[config.mk]
export PLATFORM = sky130hd
export DESIGN_NAME = multi_delay_lif_neuron
export DESIGN_NICKNAME = d
export VERILOG_FILES = /design/src/rtl/multi_delay_lif_neuron.sv
export SDC_FILE = /design/constraint.sdc
export NUM_CORES = 1
export LEC_CHECK = 0
export BUFFER_PORTS_ARGS = -buffer_cell sky130_fd_sc_hd__buf_4
export CAP_MARGIN = 30
export CORE_MARGIN = 8
export CORE_UTILIZATION = 54
export DETAILED_ROUTE_END_ITERATION = 16
export PLACE_DENSITY_LB_ADDON = 0.12
export SLEW_MARGIN = 20
export SYNTH_ARGS = -nofsm -noshare
export SYNTH_HDL_FRONTEND = slang
export SYNTH_SLANG_ARGS = --single-unit
export TNS_END_PERCENT = 1
[constraint.sdc]
create_clock -name clk -period 13.9 [get_ports clk]
set_input_delay 0.695 -clock clk [delete_from_list [all_inputs] [get_ports clk]]
set_output_delay 0.695 -clock clk [all_outputs]
set_load 0.01 [all_outputs]
[src/rtl/multi_delay_lif_neuron.sv]
// Leaky integrate-and-fire neuron with one programmable delay line per synapse.
// Time advances only on steps (enable & delay_tick); the spike output is a one-cycle registered pulse.
module multi_delay_lif_neuron #(
  parameter int M  = 4,
  parameter int W  = 8,
  parameter int P  = 12,
  parameter int D  = 8,
  parameter int DB = $clog2(D)
) (
  input  logic              clk,
  input  logic              reset,
  input  logic              enable,
  input  logic              delay_tick,
  input  logic [M-1:0]      input_spikes,
  input  logic [M*W-1:0]    weights,
  input  logic [M*DB-1:0]   delay_values,
  input  logic [M-1:0]      delay_en,
  input  logic [P-1:0]      threshold,
  input  logic [P-1:0]      decay,
  input  logic [7:0]        refractory_period,
  input  logic              reset_mode,
  output logic [M-1:0]      delayed_spikes_out,
  output logic [P-1:0]      membrane_potential_out,
  output logic              refractory_active,
  output logic              spike_out
);

  localparam int AW = P + W + $clog2(M) + 1;
  localparam logic signed [AW-1:0] V_MAX = {{(AW-P){1'b0}}, {P{1'b1}}};

  typedef enum logic {INTEGRATE = 1'b0, REFRACTORY = 1'b1} state_e;

  state_e                 state_q, state_d;
  logic [M-1:0][D-1:0]    sr_q;
  logic [P-1:0]           v_q;
  logic [7:0]             cnt_q;
  logic                   spike_q;

  logic                   step;
  logic signed [AW-1:0]   syn_sum;
  logic signed [AW-1:0]   total;
  logic [P-1:0]           leak;
  logic [P-1:0]           v_next;
  logic                   fire;

  assign step = enable & delay_tick;

  // A delay of d taps sr[d-1], which holds the spike captured d steps ago.
  always_comb begin
    logic [DB-1:0] dv;
    // NOTE: every always_comb output gets a default first so no path can infer a latch.
    delayed_spikes_out = '0;
    dv                 = '0;
    for (int i = 0; i < M; i++) begin
      dv = delay_values[i*DB +: DB];
      if (int'(dv) > D - 1) dv = DB'(D - 1);
      if (!delay_en[i] || dv == '0) delayed_spikes_out[i] = input_spikes[i];
      else                          delayed_spikes_out[i] = sr_q[i][dv - DB'(1)];
    end
  end

  always_comb begin
    syn_sum = '0;
    for (int i = 0; i < M; i++) begin
      if (delayed_spikes_out[i]) syn_sum = syn_sum + AW'($signed(weights[i*W +: W]));
    end
    leak  = (v_q > decay) ? v_q - decay : '0;
    total = $signed({{(AW-P){1'b0}}, leak}) + syn_sum;
    if (total < 0)          v_next = '0;
    else if (total > V_MAX) v_next = {P{1'b1}};
    else                    v_next = total[P-1:0];
    fire = (v_next >= threshold);
  end

  always_ff @(posedge clk) begin
    if (reset) state_q <= INTEGRATE;
    else       state_q <= state_d;
  end

  always_comb begin
    state_d = state_q;
    case (state_q)
      INTEGRATE:  if (step && fire && refractory_period != 8'd0) state_d = REFRACTORY;
      REFRACTORY: if (step && cnt_q <= 8'd1)                     state_d = INTEGRATE;
      default:    state_d = INTEGRATE;
    endcase
  end

  always_comb begin
    refractory_active = (state_q == REFRACTORY);
  end

  // NOTE: the delay lines are plain flops, not RAM, so they are cleared by reset like any other state.
  always_ff @(posedge clk) begin
    if (reset) begin
      sr_q    <= '0;
      v_q     <= '0;
      cnt_q   <= '0;
      spike_q <= 1'b0;
    end else begin
      // NOTE: non-blocking assignments so every flop samples pre-edge values.
      spike_q <= 1'b0;
      if (step) begin
        for (int i = 0; i < M; i++) sr_q[i] <= {sr_q[i][D-2:0], input_spikes[i]};
        if (state_q == INTEGRATE) begin
          if (fire) begin
            spike_q <= 1'b1;
            v_q     <= reset_mode ? v_next - threshold : '0;
            cnt_q   <= refractory_period;
          end else begin
            v_q <= v_next;
          end
        end else begin
          cnt_q <= cnt_q - 8'd1;
        end
      end
    end
  end

  assign membrane_potential_out = v_q;
  assign spike_out              = spike_q;

endmodule

# Yosys cells after proc, flatten, opt, wreduce, memory -nomap -nowiden
# Index checks and enable logic that the tools add are counted.
[op_classes] n_addsub=11 multipliers=0 n_div=0 n_lt_le_gt_ge=9 n_eq_ne=0 shifts=0 mux=27 bitwise_logic=3 reduce_logical=20
[op_table] operator="$mux 23" count=4
[op_table] operator="$add 23x8->23" count=3
[op_table] operator="$mux 12" count=5
[op_table] operator="$sub 12x12->12" count=2
[op_table] operator="$add 13x23->23" count=1
[op_table] operator="$gt 23x13->1 const B" count=1
[op_table] operator="$lt 23x1->1 const B" count=1
[op_table] operator="$lt 3x4->1 const B" count=4
[op_table] operator="$mux 8" count=2
[op_table] operator="$bmux 1 s3" count=4
[op_table] operator="$ge 12x12->1" count=1
[op_table] operator="$gt 12x12->1" count=1
[op_table] operator="$logic_not 3->1" count=4
[op_table] operator="$sub 3x1->3 const B" count=4
[op_table] operator="$mux 1" count=11
[op_table] operator="$le 8x1->1 const B" count=1
[op_table] operator="$reduce_bool 8->1" count=1
[op_table] operator="$sub 8x1->8 const B" count=1
[op_table] operator="$logic_not 1->1" count=4
[op_table] operator="$logic_or 1x1->1" count=4
[op_table] operator="$reduce_and 2->1" count=2
[op_table] operator="$logic_and 1x1->1" count=3
[op_table] operator="$reduce_or 3->1" count=1
[op_table] operator="$not 1->1" count=2
[op_table] operator="other kinds (3)" count=3
[word_totals] regBits=54 latch_bits=0 ramBits=0 romBits=0 input_bits=89 memories=0

# Logic depth before layout (Yosys ltp)
# Gate-level depths: netlist of the first run.
[logic_depth] word_depth=20 ltp_mapped=57

# Worst setup path before layout of the first run
# Ideal clock, no wire load.
[synth_path] kind="input -> register" from="in delay_values[0]" to="reg cnt_q[2]" setup_time_ns=0.128 arrival_time_ns=10.931 required_ns=13.772 slack_ns=2.841 stages=51 path_buffers=3 path_cell_list="inv_1 -> ha_1 -> mux4_2 -> mux2i_1 -> nor2_1 -> a21oi_1 -> nor2b_1 -> ha_1 -> fa_1 -> a211o_1 -> a21oi_1 -> nor2b_1 -> nor2_1 -> o21bai_1 -> a21oi_1 -> fa_1 -> a21boi_0 -> ha_1 -> [... 15 more ...] -> o211a_1 -> o221ai_2 -> buf_6 -> nor2_4 -> a21oi_1 -> ha_1 -> nor2b_1 -> o21ai_0 -> a21oi_1 -> a211oi_1 -> o21bai_1 -> a21oi_1 -> o21ai_0 -> a21oi_1 -> a21oi_1 -> clkbuf_1 -> a22oi_1 -> nor2_1"
[synth_via] elab_chain_cells=18 word_cells_on_any_way=21 classes_between="5 x add/sub; 3 x order compare; 9 x mux; 4 x reduce/logical"
[synth_lines] element="start: declaration" line_no="16" rtl="input logic [M*DB-1:0] delay_values,"
[synth_lines] element="$sub 3x1->3" line_no="58" rtl="else delayed_spikes_out[i] = sr_q[i][dv - DB'(1)];"
[synth_lines] element="$bmux 1 s3" line_no="58"
[synth_lines] element="$mux 1 (implied by the code)" line_no="58"
[synth_lines] element="$mux 1 (*)" line_no="57" rtl="if (!delay_en[i] || dv == '0) delayed_spikes_out[i] = input_spikes[i];"
[synth_lines] element="$mux 23 (*)" line_no="65" rtl="if (delayed_spikes_out[i]) syn_sum = syn_sum + AW'($signed(weights[i*W +: W]));"
[synth_lines] element="$add 23x8->23" line_no="65"
[synth_lines] element="$mux 23 (*)" line_no="65"
[synth_lines] element="$add 23x8->23" line_no="65"
[synth_lines] element="[... 2 more ...]"
[synth_lines] element="$mux 23 (*)" line_no="65"
[synth_lines] element="$add 13x23->23 (*)" line_no="68" rtl="total = $signed({{(AW-P){1'b0}}, leak}) + syn_sum;"
[synth_lines] element="$gt 23x13->1" line_no="70" rtl="else if (total > V_MAX) v_next = {P{1'b1}};"
[synth_lines] element="$mux 12" line_no="70"
[synth_lines] element="$mux 12 (*)" line_no="69" rtl="if (total < 0) v_next = '0;"
[synth_lines] element="$ge 12x12->1 (*)" line_no="72" rtl="fire = (v_next >= threshold);"
[synth_lines] element="$reduce_bool 2->1 (no source line) (*)"
[synth_lines] element="$reduce_and 2->1 (no source line) (*)"
[synth_lines] element="end signal: assignment" line_no="109" rtl="cnt_q <= refractory_period;"
[synth_lines] element="end signal: assignment" line_no="114" rtl="cnt_q <= cnt_q - 8'd1;"
[synth_lines] element="end: declaration" line_no="36" rtl="logic [7:0] cnt_q;"
# Mark *: on every way between the ends. The rest lies on a longest branch, timed or not. The select of a mux whose other input is x is not followed.
# A chain may end at the register's enable or synchronous reset.

# Worst setup path after layout of the first run
[layout_path] from="in delay_values[0]" to="reg v_q[0], in the netlist membrane_potential_out[0]"
[layout_via] elab_chain_cells=18 word_cells_on_any_way=22 classes_between="6 x add/sub; 3 x order compare; 11 x mux; 2 x reduce/logical"
[layout_lines] element="$sub 3x1->3" line_no="58"
[layout_lines] element="$bmux 1 s3" line_no="58"
[layout_lines] element="$mux 1 (implied by the code)" line_no="58"
[layout_lines] element="$mux 1 (*)" line_no="57"
[layout_lines] element="$mux 23 (*)" line_no="65"
[layout_lines] element="$add 23x8->23" line_no="65"
[layout_lines] element="$mux 23 (*)" line_no="65"
[layout_lines] element="$add 23x8->23" line_no="65"
[layout_lines] element="[... 2 more ...]"
[layout_lines] element="$mux 23 (*)" line_no="65"
[layout_lines] element="$add 13x23->23 (*)" line_no="68"
[layout_lines] element="$gt 23x13->1" line_no="70"
[layout_lines] element="$mux 12" line_no="70"
[layout_lines] element="$mux 12 (*)" line_no="69"
[layout_lines] element="$sub 12x12->12" line_no="108" rtl="v_q <= reset_mode ? v_next - threshold : '0;"
[layout_lines] element="$mux 12" line_no="108"
[layout_lines] element="$mux 12 (*)" line_no="106" rtl="if (fire) begin"
[layout_lines] element="end signal: assignment" line_no="108"
[layout_lines] element="end signal: assignment" line_no="111" rtl="v_q <= v_next;"
[layout_lines] element="end: declaration" line_no="35" rtl="logic [P-1:0] v_q;"
# Marked as above.

==> results_dict.tcl, run 1 <==
set metrics [dict create \
    avgSynthCellArea_sq_um 7.13 \
    num_rows 45 \
    report.final.hold_viol_count 0 \
    worst_pin_slew_ns 0.981 \
    num_antenna_cells 0 \
    vias_per_cell 6.02 \
    cts-resized-gates 0 \
    fin_crit_ns 12.53 \
    r2r_start "sr_q[1]" \
    power_switching_mw 0.475 \
    die_area_sq_um 19400 \
    grt_max_degree 44 \
    route.detailed.drc 0 \
    drive_above_1_share_pct 12.5 \
    gr-total-overflow 0 \
    power_density_nw_per_um2 107 \
    peakVddDrop_mv 0.0865 \
    syn_to_final_growth_pct 12.7 \
    die_width_um 139 \
    port_buffers 106 \
    r2r-end "membrane_potential_out[0]" \
    clockBufferDepth 2 \
    ys_warn_count 0 \
    fin_area_sq_um 9260 \
    routabilityCongestion 0.922 \
    synth_cells 1152 \
    fillers 1444 \
    start_util_pct 54.7 \
    cts_hold_buffers 0 \
    grt_pass1_wl_mm 37.3 \
    critPathBufInv 3 \
    worst-r2r-setup-slack_ns 1.94 \
    syn-num-nets 1349 \
    fmax_mhz 79.8 \
    path_delay_family "compound AO/OA/AOI/OAI gates" \
    r2r_cells 47 \
    finalMaxSlewViolations 0 \
    clkPwrFrac_pct 12.3 \
    clock_latency_ns 0.29 \
    core_area_sq_um 15000 \
    ys_seq_area_share_pct 13.2 \
    setup_viol 0 \
    pwr-share-seq_pct 17.5 \
    maxCapViolations 0 \
    htree_levels 2 \
    antenna_found_initial 0 \
    post_cts_buffers 0 \
    synth_seq_cells 54 \
    place_area_sq_um 9120 \
    first_pass_iters 5 \
    grt_pass1_vias 7847 \
    postRouteAntennaNets 0 \
    crit_end "membrane_potential_out[0]" \
    cp.arrival_ns 12.74 \
    fin_crit_sh_pct 90.2 \
    finalPower_mw 0.989 \
    hold_path.class "reg2reg" \
    slowest_delay_ns 0.67 \
    drt-initial-drc-count 564 \
    cts_sinks 54 \
    slowest_stage "o221ai_2" \
    cp_common_cell "a21oi_1" \
    relSlewSlack_pct 34.6 \
    vias 8514 \
    clock_skew_ns 0.00834 \
    ioPinCount 107 \
    setup_tns_ns 0 \
    die_height_um 139 \
    cts_root_buf "clkbuf_16" \
    crit_path_end_kind "flop" \
    async_reset_ff_share_pct 0 \
    sw_frac_of_total_pct 48.0 \
    fin_nets 1423 \
    wl_mm 22.8 \
    startpoint "delay_values[0]" \
    grt_use_total_pct 22.5 \
    rsz0062_at_grt "no" \
    cts_made_buffers 5 \
    path_depth 50 \
    synth_ff_type "dfxtp_1" \
    required_ns 14.11 \
    hpwl_mm 18.4 \
    whs_ns 0.460 \
    startpoint_type "input port" \
    cts_tree "done" \
    critPathKind "in2reg" \
    combinationalPowerShare_pct 70.1 \
    wl_per_cell_um 16.1 \
    status "completed" \
    clkSlewWorstSetupHoldPaths_ns 0.07 \
    synth-edff-count 0 \
    p_int_mw 0.514 \
    p_leak_nw 4.29 \
    synth_cell_types 82 \
    netlist_area_sq_um 8220 \
    critPathMaxFanout 15 \
]
## cell type report
class / instances / area, sq um / area share [%]
Clock buffer: 5 / 125 / 1.35
Clock inverter: 2 / 13.8 / 0.149
Inverter: 90 / 338 / 3.65
Multi-Input combinational cell: 961 / 6610 / 71.4
Sequential cell: 54 / 1080 / 11.7
Tap cell: 188 / 235 / 2.54
Timing Repair Buffer: 114 / 856 / 9.24
## sequential cells by signal, summed over array words and instances (netlist names)
name and flops:
membrane_potential_out 12, spike_out 1, refractory_active 1, sr_q 32, cnt_q 8
## cell usage after synthesis, drive strengths merged, types with 12 or more instances
library cell / count / area (sq um)
nand2: 157 / 592
a21oi: 154 / 774
ha: 100 / 1250
inv: 89 / 334
o21ai: 74 / 370
nor2: 62 / 240
dfxtp: 54 / 1080
clkbuf: 36 / 135
xnor2: 35 / 307
a21o: 28 / 211
xor2: 25 / 219
nand3: 24 / 120
nor2b: 24 / 150
nor3: 18 / 90.1
a211oi: 17 / 133
nand2b: 15 / 93.8
o211ai: 15 / 113
a22oi: 14 / 124
and3: 12 / 75.1
mux2i: 12 / 120
## power groups by stage
stage,registers (mW),clock network (mW),logic (mW)
floorplan,0.175,0,0.516
global placement,0.177,0,0.677
detailed placement,0.177,0,0.681
finish,0.173,0.122,0.693
CTS,0.173,0.124,0.686
global route,0.175,0.130,0.774
## how the worst min path moves through the flow
stage / from / endpoint / slack (ns) / depth (start not counted)
4_1_cts: sr_q[31] / sr_q[31] / 0.46 / 2
3_3_place_gp: sr_q[23] / sr_q[23] / 0.44 / 2
2_1_floorplan: sr_q[15] / sr_q[15] / 0.43 / 2
5_1_grt: sr_q[31] / sr_q[31] / 0.49 / 2
6_report: sr_q[23] / sr_q[23] / 0.46 / 2
3_5_place_dp: sr_q[31] / sr_q[31] / 0.45 / 2
## cells in the final DEF (no fill, tap or decap), drive strengths merged, types with 11 or more instances in the layout
cell type and instances:
and3 12, xnor2 35, o21a 11, a21oi 154
a22oi 14, nand2b 15, nand2 157, nand3 24
dfxtp 54, nor2b 24, xor2 25, o211ai 15
nor3 18, ha 100, mux2i 12, o21ai 74
inv 90, nor2 62, a21o 28, a211oi 17
buf 114, or3 11
## logic make-up (layout without fill, tap and decap cells)
group	count (synthesis)	in the layout	share of synthesized area, %
multiplexers	22	22	3.93
flip-flops	54	54	13.2
buffers and inverters	137	211	6.45
AO/OA/AOI/OAI	401	401	31.2
adder cells (fa/ha/maj)	108	108	17.2
AND/OR/NAND/NOR	369	369	21.4
XOR/XNOR	61	61	6.67
## tightest hold or removal path: cells and delay by family (launching register included)
kind	cells	cell delay (ns)
AOI/OAI and AO/OA	1	0.05
and+or+nand+nor	1	0.05
DFF	1	0.31
## per-layer routing
layer	vias to the layer above	track usage [%]	share of wire, %
met5	-	0	0
met1	3937	29.8	47
met4	0	6.99	2.4
met3	39	1.68	3.8
met2	205	38.1	47
li1	4333	-	-
## stage by stage
step	utilization (%)	setup slack (ns)	std cells
floorplan	-	2.84	1152
global route	61.6	0.411	1414
CTS	61.6	1.42	1414
detailed placement	60.7	1.17	1407
global placement	60.7	1.45	1407
finish	61.6	1.37	1414
No activity file was read; power rests on OpenSTA's default activity.
==> run 2, diff against run 1 <==
--- a/config.mk
+++ b/config.mk
@@ -5,12 +5,14 @@
 export SDC_FILE = /design/constraint.sdc
 export NUM_CORES = 1
 export LEC_CHECK = 0
+export ABC_AREA = 1
+export ABC_CLOCK_PERIOD_IN_PS = 13900
 export BUFFER_PORTS_ARGS = -buffer_cell sky130_fd_sc_hd__buf_4
 export CAP_MARGIN = 30
 export CORE_MARGIN = 8
 export CORE_UTILIZATION = 54
 export DETAILED_ROUTE_END_ITERATION = 16
-export PLACE_DENSITY_LB_ADDON = 0.12
+export PLACE_DENSITY = 0.75
 export SLEW_MARGIN = 20
 export SYNTH_ARGS = -nofsm -noshare
 export SYNTH_HDL_FRONTEND = slang
==> run 2 against run 1 <==
Effect of this change: clock power up 7%; utilization grew 0.22 points; combinational power increased by 42%.
==> results_dict.tcl, run 2 <==
set metrics [dict create \
    fin_crit_ns 11.64 \
    wl_per_cell_um 14.8 \
    post_cts_buffers 0 \
    synth_ff_type "dfxtp_1" \
    slowest_stage "xor2_2" \
    report.final.hold_viol_count 0 \
    rsz0062_at_grt "no" \
    worst_pin_slew_ns 0.926 \
    avgSynthCellArea_sq_um 6.13 \
    vias_per_cell 5.54 \
    r2r_start "sr_q[5]" \
    mostFrequentLayoutCell "nand2_1" \
    core_area_sq_um 15700 \
    die_width_um 142 \
    critPathKind "in2reg" \
    grt_use_total_pct 24.7 \
    r2r-end "cnt_q[6]" \
    cp_common_cell "ha_1" \
    largest_reg_flops 32 \
    drt-initial-drc-count 716 \
    syn_to_final_growth_pct 12.9 \
    hold_end "sr_q[9]" \
    fmax_mhz 85.9 \
    htree_levels 2 \
    setup_tns_ns 0 \
    yosysTopAreaCell "ha_1" \
    finalPower_mw 1.30 \
    status "completed" \
    ys_seq_area_share_pct 12.6 \
    synth_cell_types 52 \
    port_buffers 106 \
    synth_area_leaders "ha_1, dfxtp_1, nand2_1, a21oi_1, inv_1" \
    die_area_sq_um 20200 \
    async_reset_ff_share_pct 0 \
    peakVddDrop_mv 0.0637 \
    grt_pass1_wl_mm 41.4 \
    critPathMaxFanout 15 \
    worst-r2r-setup-slack_ns 2.82 \
    synth_cells 1405 \
    fillers 1581 \
    synth_seq_cells 54 \
    clock_skew_ns 0.00891 \
    multi_input_area_sq_um 6600 \
    cts_root_buf "clkbuf_16" \
    hold_start "sr_q[9]" \
    cts-resized-gates 0 \
    synthTopCellsByCount "nand2_1, inv_1, a21oi_1, o21ai_0, nor2_1" \
    dpl.cell_count 1701 \
    stdcell_count 1710 \
    most-common-layout-cells "nand2_1, inv_1, a21oi_1" \
    hpwl_mm 21.2 \
    wl_met1_mm 11.3 \
    finalMaxSlewViolations 0 \
    first_pass_iters 5 \
    slowest_delay_ns 0.72 \
    num_antenna_cells 0 \
    ys_warn_count 0 \
    clkSlewWorstSetupHoldPaths_ns 0.08 \
    wl_met3_mm 1.82 \
    antenna_found_initial 0 \
    fin_crit_sh_pct 83.7 \
    startpoint_type "input port" \
    drive_above_1_share_pct 13.6 \
    cts_sinks 54 \
    min_path_cells 2 \
    cp.arrival_ns 11.83 \
    netlist_area_sq_um 8610 \
    num_rows 46 \
    grt_pass1_vias 8633 \
    crit_path_end_kind "flop" \
    regMostFlops "sr_q" \
    synth-edff-count 0 \
    power_density_nw_per_um2 134 \
    syn-num-nets 1602 \
    postRouteAntennaNets 0 \
    dr_wl_met2_mm 11.7 \
    r2r_cells 53 \
    routabilityCongestion 1.02 \
    clock_latency_ns 0.30 \
    wl_mm 25.4 \
    fin_nets 1690 \
    cts_made_buffers 5 \
    relSlewSlack_pct 38.2 \
    setup_viol 0 \
    synth_top_area_share_pct 14.5 \
    grt_max_degree 45 \
    p_leak_nw 4.97 \
    vias 9469 \
    die_height_um 142 \
    seqCellArea_sq_um 1080 \
    cts_hold_buffers 0 \
    hold_path.class "reg2reg" \
    ioPinCount 107 \
    required_ns 14.08 \
    post-synth-top-count-cell "nand2_1" \
    cts_tree "done" \
    maxUsedRoutingLayer "met4" \
    clockBufferDepth 2 \
    gr-total-overflow 0 \
    route.detailed.drc 0 \
    start_util_pct 54.8 \
    maxCapViolations 0 \
]
run 2: cell count changes after synthesis, moves of 52 or more:
cell,delta
nand2_1,+122
inv_1,+106
nor2_1,+66
o21ai_0,+63
nand3_1,+52
run 2: kinds of logic after synthesis:
kind of cell | count (synthesis) | share of synthesized area [%]
buffers and inverters | 238 | 10.9
XOR/XNOR | 56 | 5.96
AND/OR/NAND/NOR | 601 | 32.0
adder cells (fa/ha/maj) | 108 | 16.4
flip-flops | 54 | 12.6
AO/OA/AOI/OAI | 348 | 22.2
run 2: layout make-up:
| type | instances | area share, % |
|---|---|---|
| Sequential cell | 54 | 11.1 |
| Timing Repair Buffer | 110 | 8.47 |
| Clock buffer | 5 | 1.29 |
| Clock inverter | 3 | 0.296 |
| Multi-Input combinational cell | 1113 | 67.9 |
| Tap cell | 216 | 2.78 |
| Inverter | 209 | 8.15 |
run 2: critical path, delay by kind of cell:
family,cells,cell delay [ns]
buffers and inverters,6,0.75
AND/OR/NAND/NOR,14,1.70
XOR/XNOR,3,1.05
AO/OA/AOI/OAI,19,4.84
adder cells (fa/ha/maj),9,2.77
run 2: layer usage:
metal | vias to the layer above | global-route usage [%]
met2 | 306 | 42.0
met4 | 0 | 7.18
met3 | 39 | 3.49
met5 | - | 0
li1 | 4882 | -
met1 | 4242 | 31.6
run 2: worst max path at each step:
stage,startpoint,end,slack (ns),cells past startpoint
3_5_place_dp,delay_values[0],cnt_q[6],2.09,50
5_1_grt,delay_values[0],cnt_q[6],1.20,54
2_1_floorplan,delay_values[0],cnt_q[5],4.46,55
3_3_place_gp,delay_values[0],cnt_q[6],2.30,55
4_1_cts,delay_values[0],cnt_q[6],2.35,50
6_report,delay_values[0],cnt_q[6],2.26,51
run 2: stage by stage:
stage | worst slack (ns) | area, sq um | util (%) | hold slack, ns
finish | 2.26 | 9720 | 61.8 | 0.469
global route | 1.20 | 9720 | 61.8 | 0.486
CTS | 2.35 | 9710 | 61.8 | 0.463
detailed placement | 2.09 | 9560 | 60.8 | 0.452
global placement | 2.30 | 9560 | 60.8 | 0.446
floorplan | 4.46 | 8610 | - | 0.424
run 2: where the power goes:
group | total, mW | internal (mW) | switching [mW]
Sequential | 0.187 | 0.171 | 0.0158
Clock | 0.130 | 0.0688 | 0.0611
Combinational | 0.985 | 0.356 | 0.629
Total | 1.30 | 0.595 | 0.706
